## config.mk

```make
export PLATFORM = sky130hd
export DESIGN_NAME = pwm_hum_ramp
export DESIGN_NICKNAME = d
export VERILOG_FILES = /design/src/rtl/pwm_hum_pkg.sv /design/src/rtl/pwm_gen.sv /design/src/rtl/pwm_hum_ramp.sv
export SDC_FILE = /design/constraint.sdc
export NUM_CORES = 1
export LEC_CHECK = 0
export BUFFER_PORTS_ARGS = -buffer_cell sky130_fd_sc_hd__buf_2
export CORE_MARGIN = 2
export CORE_UTILIZATION = 50
export CTS_CLUSTER_SIZE = 28
export DETAILED_ROUTE_END_ITERATION = 8
export PLACE_DENSITY = 0.67
export SLEW_MARGIN = 40
export SYNTH_ARGS = -nofsm -noshare
export SYNTH_HDL_FRONTEND = slang
export SYNTH_SLANG_ARGS = --single-unit
```

## constraint.sdc

```tcl
create_clock -name clk -period 23.2 [get_ports clk]
set_input_delay 2.32 -clock clk [delete_from_list [all_inputs] [get_ports clk]]
set_output_delay 2.32 -clock clk [all_outputs]
set_load 0.005 [all_outputs]
```

## src/rtl/pwm_hum_pkg.sv

```systemverilog
// Shared types and constants for the humidity-driven PWM fan ramp.
// Band encoding, band thresholds and per-band duty percentages.
package pwm_hum_pkg;

    typedef enum logic [1:0] {
        BAND_DRY   = 2'd0,
        BAND_MID   = 2'd1,
        BAND_HUMID = 2'd2,
        BAND_WET   = 2'd3
    } band_e;

    localparam int THR_MID   = 20;
    localparam int THR_HUMID = 50;
    localparam int THR_WET   = 80;
    localparam int HUM_MAX   = 100;

    localparam int DUTY_PCT [4] = '{80, 50, 20, 0};

    function automatic band_e band_of(input int h);
        band_e b;
        b = BAND_WET;
        unique case (1'b1)
            (h < THR_MID):                     b = BAND_DRY;
            (h >= THR_MID && h < THR_HUMID):   b = BAND_MID;
            (h >= THR_HUMID && h < THR_WET):   b = BAND_HUMID;
            (h >= THR_WET):                    b = BAND_WET;
            default:                           b = BAND_WET;
        endcase
        return b;
    endfunction

    function automatic int lower_thr(input band_e b);
        int t;
        t = 0;
        unique case (b)
            BAND_DRY:   t = 0;
            BAND_MID:   t = THR_MID;
            BAND_HUMID: t = THR_HUMID;
            BAND_WET:   t = THR_WET;
            default:    t = 0;
        endcase
        return t;
    endfunction

endpackage

```

## src/rtl/pwm_gen.sv

```systemverilog
// Free-running PWM period counter, registered compare output
// and terminal-count tick.
module pwm_gen #(
    parameter int CNT_W  = 10,
    parameter int PERIOD = 999
) (
    input  logic             clk,
    input  logic             rst,
    input  logic             en_i,
    input  logic [CNT_W-1:0] duty_i,
    output logic             pwm_o,
    output logic             tick_o
);

    localparam logic [CNT_W-1:0] TERM = CNT_W'(PERIOD);
    localparam logic [CNT_W-1:0] ONE  = CNT_W'(1);

    logic [CNT_W-1:0] cnt_q, cnt_d;
    logic             pwm_q, pwm_d;

    always_comb begin
        cnt_d = (cnt_q == TERM) ? '0 : cnt_q + ONE;
        pwm_d = en_i && (cnt_q < duty_i);
    end

    always_ff @(posedge clk or negedge rst) begin
        if (!rst) begin
            cnt_q <= '0;
            pwm_q <= 1'b0;
        end else begin
            cnt_q <= cnt_d;
            pwm_q <= pwm_d;
        end
    end

    assign pwm_o  = pwm_q;
    assign tick_o = (cnt_q == TERM);

endmodule

```

## src/rtl/pwm_hum_ramp.sv

```systemverilog
// Humidity band FSM with downward hysteresis, driving a slew-limited
// PWM duty that only changes at period boundaries.
module pwm_hum_ramp
    import pwm_hum_pkg::*;
#(
    parameter int CNT_W     = 10,
    parameter int PERIOD    = 999,
    parameter int RAMP_STEP = 8,
    parameter int HYST      = 2
) (
    input  logic             clk,
    input  logic             rst,
    input  logic             en,
    input  logic             hum_valid,
    input  logic [6:0]       humidity,
    output logic             pwm,
    output logic [CNT_W-1:0] duty_cur,
    output logic [1:0]       band,
    output logic             period_tick,
    output logic             hum_err
);

    localparam logic [CNT_W-1:0] STEP = CNT_W'(RAMP_STEP);

    function automatic logic [CNT_W-1:0] tgt_of(input band_e b);
        return CNT_W'((PERIOD * DUTY_PCT[int'(b)]) / 100);
    endfunction

    band_e            band_q, band_d;
    logic             err_q, err_d;
    logic [CNT_W-1:0] duty_q, duty_d;
    logic [CNT_W-1:0] tgt;
    band_e            raw_b, hyst_b;
    int               hum;
    logic             tick;

    pwm_gen #(
        .CNT_W  (CNT_W),
        .PERIOD (PERIOD)
    ) u_gen (
        .clk    (clk),
        .rst    (rst),
        .en_i   (en),
        .duty_i (duty_q),
        .pwm_o  (pwm),
        .tick_o (tick)
    );

    always_comb begin
        band_d = band_q;
        err_d  = err_q;
        duty_d = duty_q;
        hum    = int'(humidity);
        raw_b  = band_of(hum);
        hyst_b = band_of(hum + HYST);
        if (hum_valid) begin
            if (hum > HUM_MAX) begin
                err_d = 1'b1;
            end else begin
                err_d = 1'b0;
                if (raw_b > band_q) begin
                    band_d = raw_b;
                end else if (raw_b < band_q &&
                             hum + HYST < lower_thr(band_q)) begin
                    band_d = hyst_b;
                end
            end
        end
        // ramp sees the pre-edge band; a same-edge strobe waits a period
        tgt = en ? tgt_of(band_q) : '0;
        if (tick) begin
            if (tgt > duty_q) begin
                duty_d = (tgt - duty_q > STEP) ? duty_q + STEP : tgt;
            end else if (tgt < duty_q) begin
                duty_d = (duty_q - tgt > STEP) ? duty_q - STEP : tgt;
            end
        end
    end

    always_ff @(posedge clk or negedge rst) begin
        if (!rst) begin
            band_q <= BAND_WET;
            err_q  <= 1'b0;
            duty_q <= '0;
        end else begin
            band_q <= band_d;
            err_q  <= err_d;
            duty_q <= duty_d;
        end
    end

    assign duty_cur    = duty_q;
    assign band        = band_q;
    assign period_tick = tick;
    assign hum_err     = err_q;

endmodule

```

# [Yosys cells after proc, flatten, opt, wreduce, memory -nomap -nowiden]
# Index checks and enable logic that the tools add are counted.
[word_totals] wordCells=68 regBits=24 inputBits=11 output_inout_bits=15
[op_classes] magnitude_cmp=20 n_reduce_logical=11 eq_ne=4 mul=1 bitwise=2 div=1 n_mux=18 add_sub_neg=6
[op_table] cell="$mux W32" n=5
[op_table] cell="$pmux W32 S4" n=1
[op_table] cell="$bmux W32 S2" n=1
[op_table] cell="$mux W10" n=6
[op_table] cell="$div A32 B8 Y32 const B" n=1
[op_table] cell="$ge A32 B3 Y1 const B" n=1
[op_table] cell="$ge A32 B6 Y1 const B" n=1
[op_table] cell="$ge A32 B7 Y1 const B" n=1
[op_table] cell="$lt A32 B6 Y1 const B" n=1
[op_table] cell="$lt A32 B7 Y1 const B" n=1
[op_table] cell="$lt A32 B8 Y1 const B" n=1
[op_table] cell="$lt A9 B32 Y1" n=1
[op_table] cell="$mul A11 B32 Y32 const A" n=1
[op_table] cell="$not A2 Y32" n=1
[op_table] cell="$gt A10 B4 Y1 const B" n=2
[op_table] cell="$lt A10 B10 Y1" n=2
[op_table] cell="$sub A10 B10 Y10" n=2
[op_table] cell="$pmux W2 S3" n=2
[op_table] cell="$add A10 B1 Y10 const B" n=1
[op_table] cell="$add A10 B4 Y10 const B" n=1
[op_table] cell="$eq A10 B10 Y1 const B" n=1
[op_table] cell="$gt A10 B10 Y1" n=1
[op_table] cell="$sub A10 B4 Y10 const B" n=1
[op_table] cell="$add A7 B2 Y8 const B" n=1
[op_table] cell="other kinds (18)" n=26

# [Logic depth before layout (Yosys ltp)]
[depth] ltp_word=12 ltp_mapped=46 ltp_nobuf=41

# [Cells and area by module]
# Synthesis repeated with hierarchy kept, for this count alone.
[unflattened] hier_cells=770 area_unflattened_um2=5450.2
[by_module_without_submodules] mod="pwm_hum_ramp" cells_each=696 seq_area_each_um2=327.8 instances=1 area_per_inst_um2=4698.3
[by_module_without_submodules] mod="pwm_gen" cells_each=74 seq_area_each_um2=275.3 instances=1 area_per_inst_um2=752.0

# [Worst setup path before layout]
# OpenSTA, ideal clock, no wires.
[synth_timing] path_type="register to register" startpoint="reg band_q[1] (netlist: band[1])" endpoint="reg duty_q[9] (netlist: duty_cur[9])" setup_ps=79 t_required_ps=23121 arrival_time_ps=10088 path_stages_with_launch=45 slack_ps=13032 path_buffers=7 period_less_slack_ps=10168 path_cell_list="dfstp_2 inv_1 ha_1 buf_6 clkbuf_1 clkbuf_1 clkbuf_1 and3_1 ha_1 ha_1 ha_1 nand4_1 nor2_1 o31a_1 a32o_1 o32ai_2 or4b_4 o21a_1 [... 9 more ...] inv_1 ha_1 clkbuf_1 a21o_1 a21oi_1 o21bai_1 a21o_1 a21oi_1 xnor2_1 nor4_1 or2_2 clkbuf_1 and2_1 clkbuf_1 nand2_1 o221ai_1 nor2_1 a21oi_1"
[synth_via] elab_chain_cells=12 word_cells_on_any_way=19 classes_between="2 x add/sub; 1 x mul; 1 x div; 4 x order compare; 8 x mux; 1 x bitwise; 2 x reduce/logical"
[synth_rtl] element="start: declaration" line_no="pwm_hum_ramp.sv:29" rtl="band_e band_q, band_d;"
[synth_rtl] element="start signal: assignment" line_no="pwm_hum_ramp.sv:86" rtl="band_q <= band_d;"
[synth_rtl] element="$not A2 Y32 (implied by the code) *" line_no="pwm_hum_ramp.sv:26" rtl="return CNT_W'((PERIOD * DUTY_PCT[int'(b)]) / 100);"
[synth_rtl] element="$bmux W32 S2 *" line_no="pwm_hum_ramp.sv:26"
[synth_rtl] element="$mux W32 (implied by the code) * (2 in series)" line_no="pwm_hum_ramp.sv:26"
[synth_rtl] element="$mul A11 B32 Y32 *" line_no="pwm_hum_ramp.sv:26"
[synth_rtl] element="$div A32 B8 Y32 *" line_no="pwm_hum_ramp.sv:26"
[synth_rtl] element="$mux W10 *" line_no="pwm_hum_ramp.sv:70" rtl="tgt = en ? tgt_of(band_q) : '0;"
[synth_rtl] element="$sub A10 B10 Y10" line_no="pwm_hum_ramp.sv:75" rtl="duty_d = (duty_q - tgt > STEP) ? duty_q - STEP : tgt;"
[synth_rtl] element="$gt A10 B4 Y1" line_no="pwm_hum_ramp.sv:75"
[synth_rtl] element="$mux W10" line_no="pwm_hum_ramp.sv:75"
[synth_rtl] element="$mux W10" line_no="pwm_hum_ramp.sv:74" rtl="end else if (tgt < duty_q) begin"
[synth_rtl] element="$mux W10" line_no="pwm_hum_ramp.sv:72" rtl="if (tgt > duty_q) begin"
[synth_rtl] element="end signal: assignment" line_no="pwm_hum_ramp.sv:88" rtl="duty_q <= duty_d;"
[synth_rtl] element="end: declaration" line_no="pwm_hum_ramp.sv:31" rtl="logic [CNT_W-1:0] duty_q, duty_d;"
# Mark *: on every way between the ends. The rest lies on a longest branch, timed or not. The select of a mux whose other input is x is not followed.
# A chain may end at the register's enable or synchronous reset.

# [Worst setup path after layout]
[layout_timing] startpoint="reg band_q[0] (netlist: band[0])" endpoint="reg duty_q[9] (netlist: duty_cur[9])"
# The elaborated chain is that of the path after synthesis.

==> results.ini <==
[finish]
drive_gt1_share_pct=8.99
synthToLayoutAreaGrowth_pct=4.14
n_antenna_cell=0
multiInputGateArea_um2=4530
layout_common_cells=ha_1 (65), nand2_1 (59), a21oi_1 (53)
final_area_um2=5690
layout.nets=823
final-seq-area_um2=603
num-fill-cells=1081
utilization_pct=53.0
final_common_cell=ha_1

[worst_setup_path]
r2r_start=band[0]$_DFFE_PN1P_
crit_type=reg -> reg
end_kind=flop
crit_fanout=20
crit_path_start_kind=flop
worstPathRequired_ns=23.39
reg2reg_slack_ns=12.37
cp_slowest_stage_delay_ns=0.69
cp.arrival_ns=11.02
reg2reg_to=duty_cur[9]$_DFFE_PN0P_
cpMaxStageDelayCell=nor4b_1
crit_top_cell=ha_1
r2r_cells=39

[placed_design]
dp_hpwl_um=13400
port_buffers=25
placed_area_um2=5630
gp_congestion=1.03

[floorplan]
die_x_um=109
core_area_um2=10700
initial_core_util_pct=50.9
io_pins=26
die_y_um=109
row_count=38
die_area_um2=11800

[route]
drtIter0Drc=452
antenna_left=0
vias=5930
wl_per_cell_um=19.2
remaining_drc_errors=0
via_per_inst=6.70
dr.pass1.iters=6
routed_wirelength_um=17000

[yosys]
synth_nets=824
synth-edff-count=0
synth-main-ff-cell=dfrtp_1
syn_area_um2=5470
ys_seq_area_share_pct=11.0
avgSynthCellArea_um2=7.32
synth_cells=747
ys_ff_latch=24
ys_types=88
async_flop_share_pct=100
synth_warnings=0

[sta]
maxSlewViolCount=0
finalSetupTns_ns=0
rsz0062_at_grt=no
fin_crit_ns=10.83
hold_viol=0
fmax_mhz=92.3
worst_pin_slew_ns=0.828
setup_viol=0
slew_headroom_pct=44.3
hold_ws_ns=0.529
skew_ns=0.00247
period_share_pct=46.7

[clocking]
ctsHtreeMaxLevel=1
cts_setup_buffers=0
cts_made_buffers=3
cts_tree=done
path_clk_slew_ns=0.09
cts_sinks=24
clockBufferDepth=2
clock_latency_ns=0.27
root_buffer=clkbuf_8
holdBufCountCts=0
ctsResizeCount=0

[power_and_ir_drop]
clkPwrFrac_pct=3.9
seq_power_share_pct=7.3
power_density_nw_per_um2=118
leakagePower_nw=2.53
p_sw_share_pct=60.2
p_comb_share_pct=88.8
fin_total_pwr_uw=671
p_sw_uw=404
p_int_uw=267
vdd_drop_max_mv=0.0490

[global_route]
grt_pass1_vias=5641
grt_max_degree=47
antenna_found_initial=0
grt_overflow_total=0
grt_pass1_wl_um=27700
grt_util_all_layers_pct=29.0

[min_path]
whs_path_depth=1
min_path_type=reg -> reg
min_delay_worst_endpoint=u_gen.cnt_q[0]$_DFF_PN0_
hp-start=u_gen.cnt_q[0]$_DFF_PN0_

[run]
maxCapViolations=0

[run_status]
outcome=complete, no violations

## worst max path at each step
stage	slack (ns)	endpoint	cells after the start	start
5_1_grt	11.28	duty_cur[1]$_DFFE_PN0P_	39	band[0]$_DFFE_PN1P_
3_5_place_dp	12.23	duty_cur[9]$_DFFE_PN0P_	40	band[0]$_DFFE_PN1P_
2_1_floorplan	13.03	duty_cur[9]$_DFFE_PN0P_	44	band[1]$_DFFE_PN1P_
3_3_place_gp	12.66	duty_cur[9]$_DFFE_PN0P_	39	band[0]$_DFFE_PN1P_
4_1_cts	12.18	duty_cur[9]$_DFFE_PN0P_	40	band[0]$_DFFE_PN1P_
6_report	12.37	duty_cur[9]$_DFFE_PN0P_	39	band[0]$_DFFE_PN1P_
## flip-flops by register name (all words and copies together), names as in the netlist
| name | flops |
|---|---|
| band | 2 |
| duty_cur | 10 |
| hum_err | 1 |
| u_gen.cnt_q | 10 |
| u_gen.pwm_o | 1 |
## metrics by stage
stage	setup slack, ns	std cells
detailed placement	12.23	881
floorplan	13.03	747
CTS	12.18	885
finish	12.37	885
global route	11.28	885
global placement	12.66	881
## critical path, delay by kind of cell (launching register included)
family                   cells  cell delay [ns]
XOR/XNOR                     1             0.08
buffers and inverters        2             0.20
AND/OR/NAND/NOR             14             4.43
flip-flops                   1             0.62
adder cells (fa/ha/maj)      5             1.74
AO/OA/AOI/OAI               17             3.67
## routing by layer
metal  GRT usage, %  share of wire, %
met5              0                 0
met3           2.89               5.2
met2           48.8                47
met4           11.9               3.5
met1           37.8                44
## area by class of cell
class,instances,area share [%]
multi-input combinational,639,79.6
sequential,24,10.6
inverter,50,3.30
tap,140,3.08
timing repair buffer,28,2.59
clock buffer,4,0.791
## Yosys cell counts (8+ instances only)
| cell | instances | area [um2] |
|---|---|---|
| dfrtp_1 | 22 | 551 |
| nand3_1 | 27 | 135 |
| nand2b_1 | 15 | 93.8 |
| xnor2_1 | 18 | 158 |
| o21ai_0 | 45 | 225 |
| inv_1 | 50 | 188 |
| ha_1 | 65 | 813 |
| nor4_1 | 11 | 68.8 |
| nor2_1 | 49 | 184 |
| clkbuf_1 | 21 | 78.8 |
| nor2b_1 | 8 | 50.1 |
| nor3_1 | 36 | 180 |
| nand2_1 | 59 | 221 |
| buf_2 | 8 | 40.0 |
| a21oi_1 | 54 | 270 |
| a21o_1 | 18 | 135 |
| nand4_1 | 14 | 87.6 |
| and3_1 | 13 | 81.3 |
| or3_1 | 12 | 75.1 |
| xor2_1 | 14 | 123 |
| o211ai_1 | 8 | 60.1 |
| a31oi_1 | 16 | 100 |
## power by group through the flow
stage               clock network [mW]  registers, mW  logic [mW]
floorplan                            0         0.0493       0.451
global placement                     0         0.0492       0.570
detailed placement                   0         0.0497       0.577
CTS                             0.0271         0.0489       0.580
global route                    0.0294         0.0496       0.647
finish                          0.0265         0.0488       0.596
## cell families (layout without fill, tap and decap cells)
family,count (synthesis),in the layout,synth area share (%)
AO/OA/AOI/OAI,238,238,30.6
XOR/XNOR,32,32,5.13
adder cells (fa/ha/maj),66,66,15.2
buffers and inverters,84,82,6.50
flip-flops,24,24,11.0
multiplexers,7,7,1.35
AND/OR/NAND/NOR,296,296,30.2
Note: power is estimated with default switching activity, not from simulation.
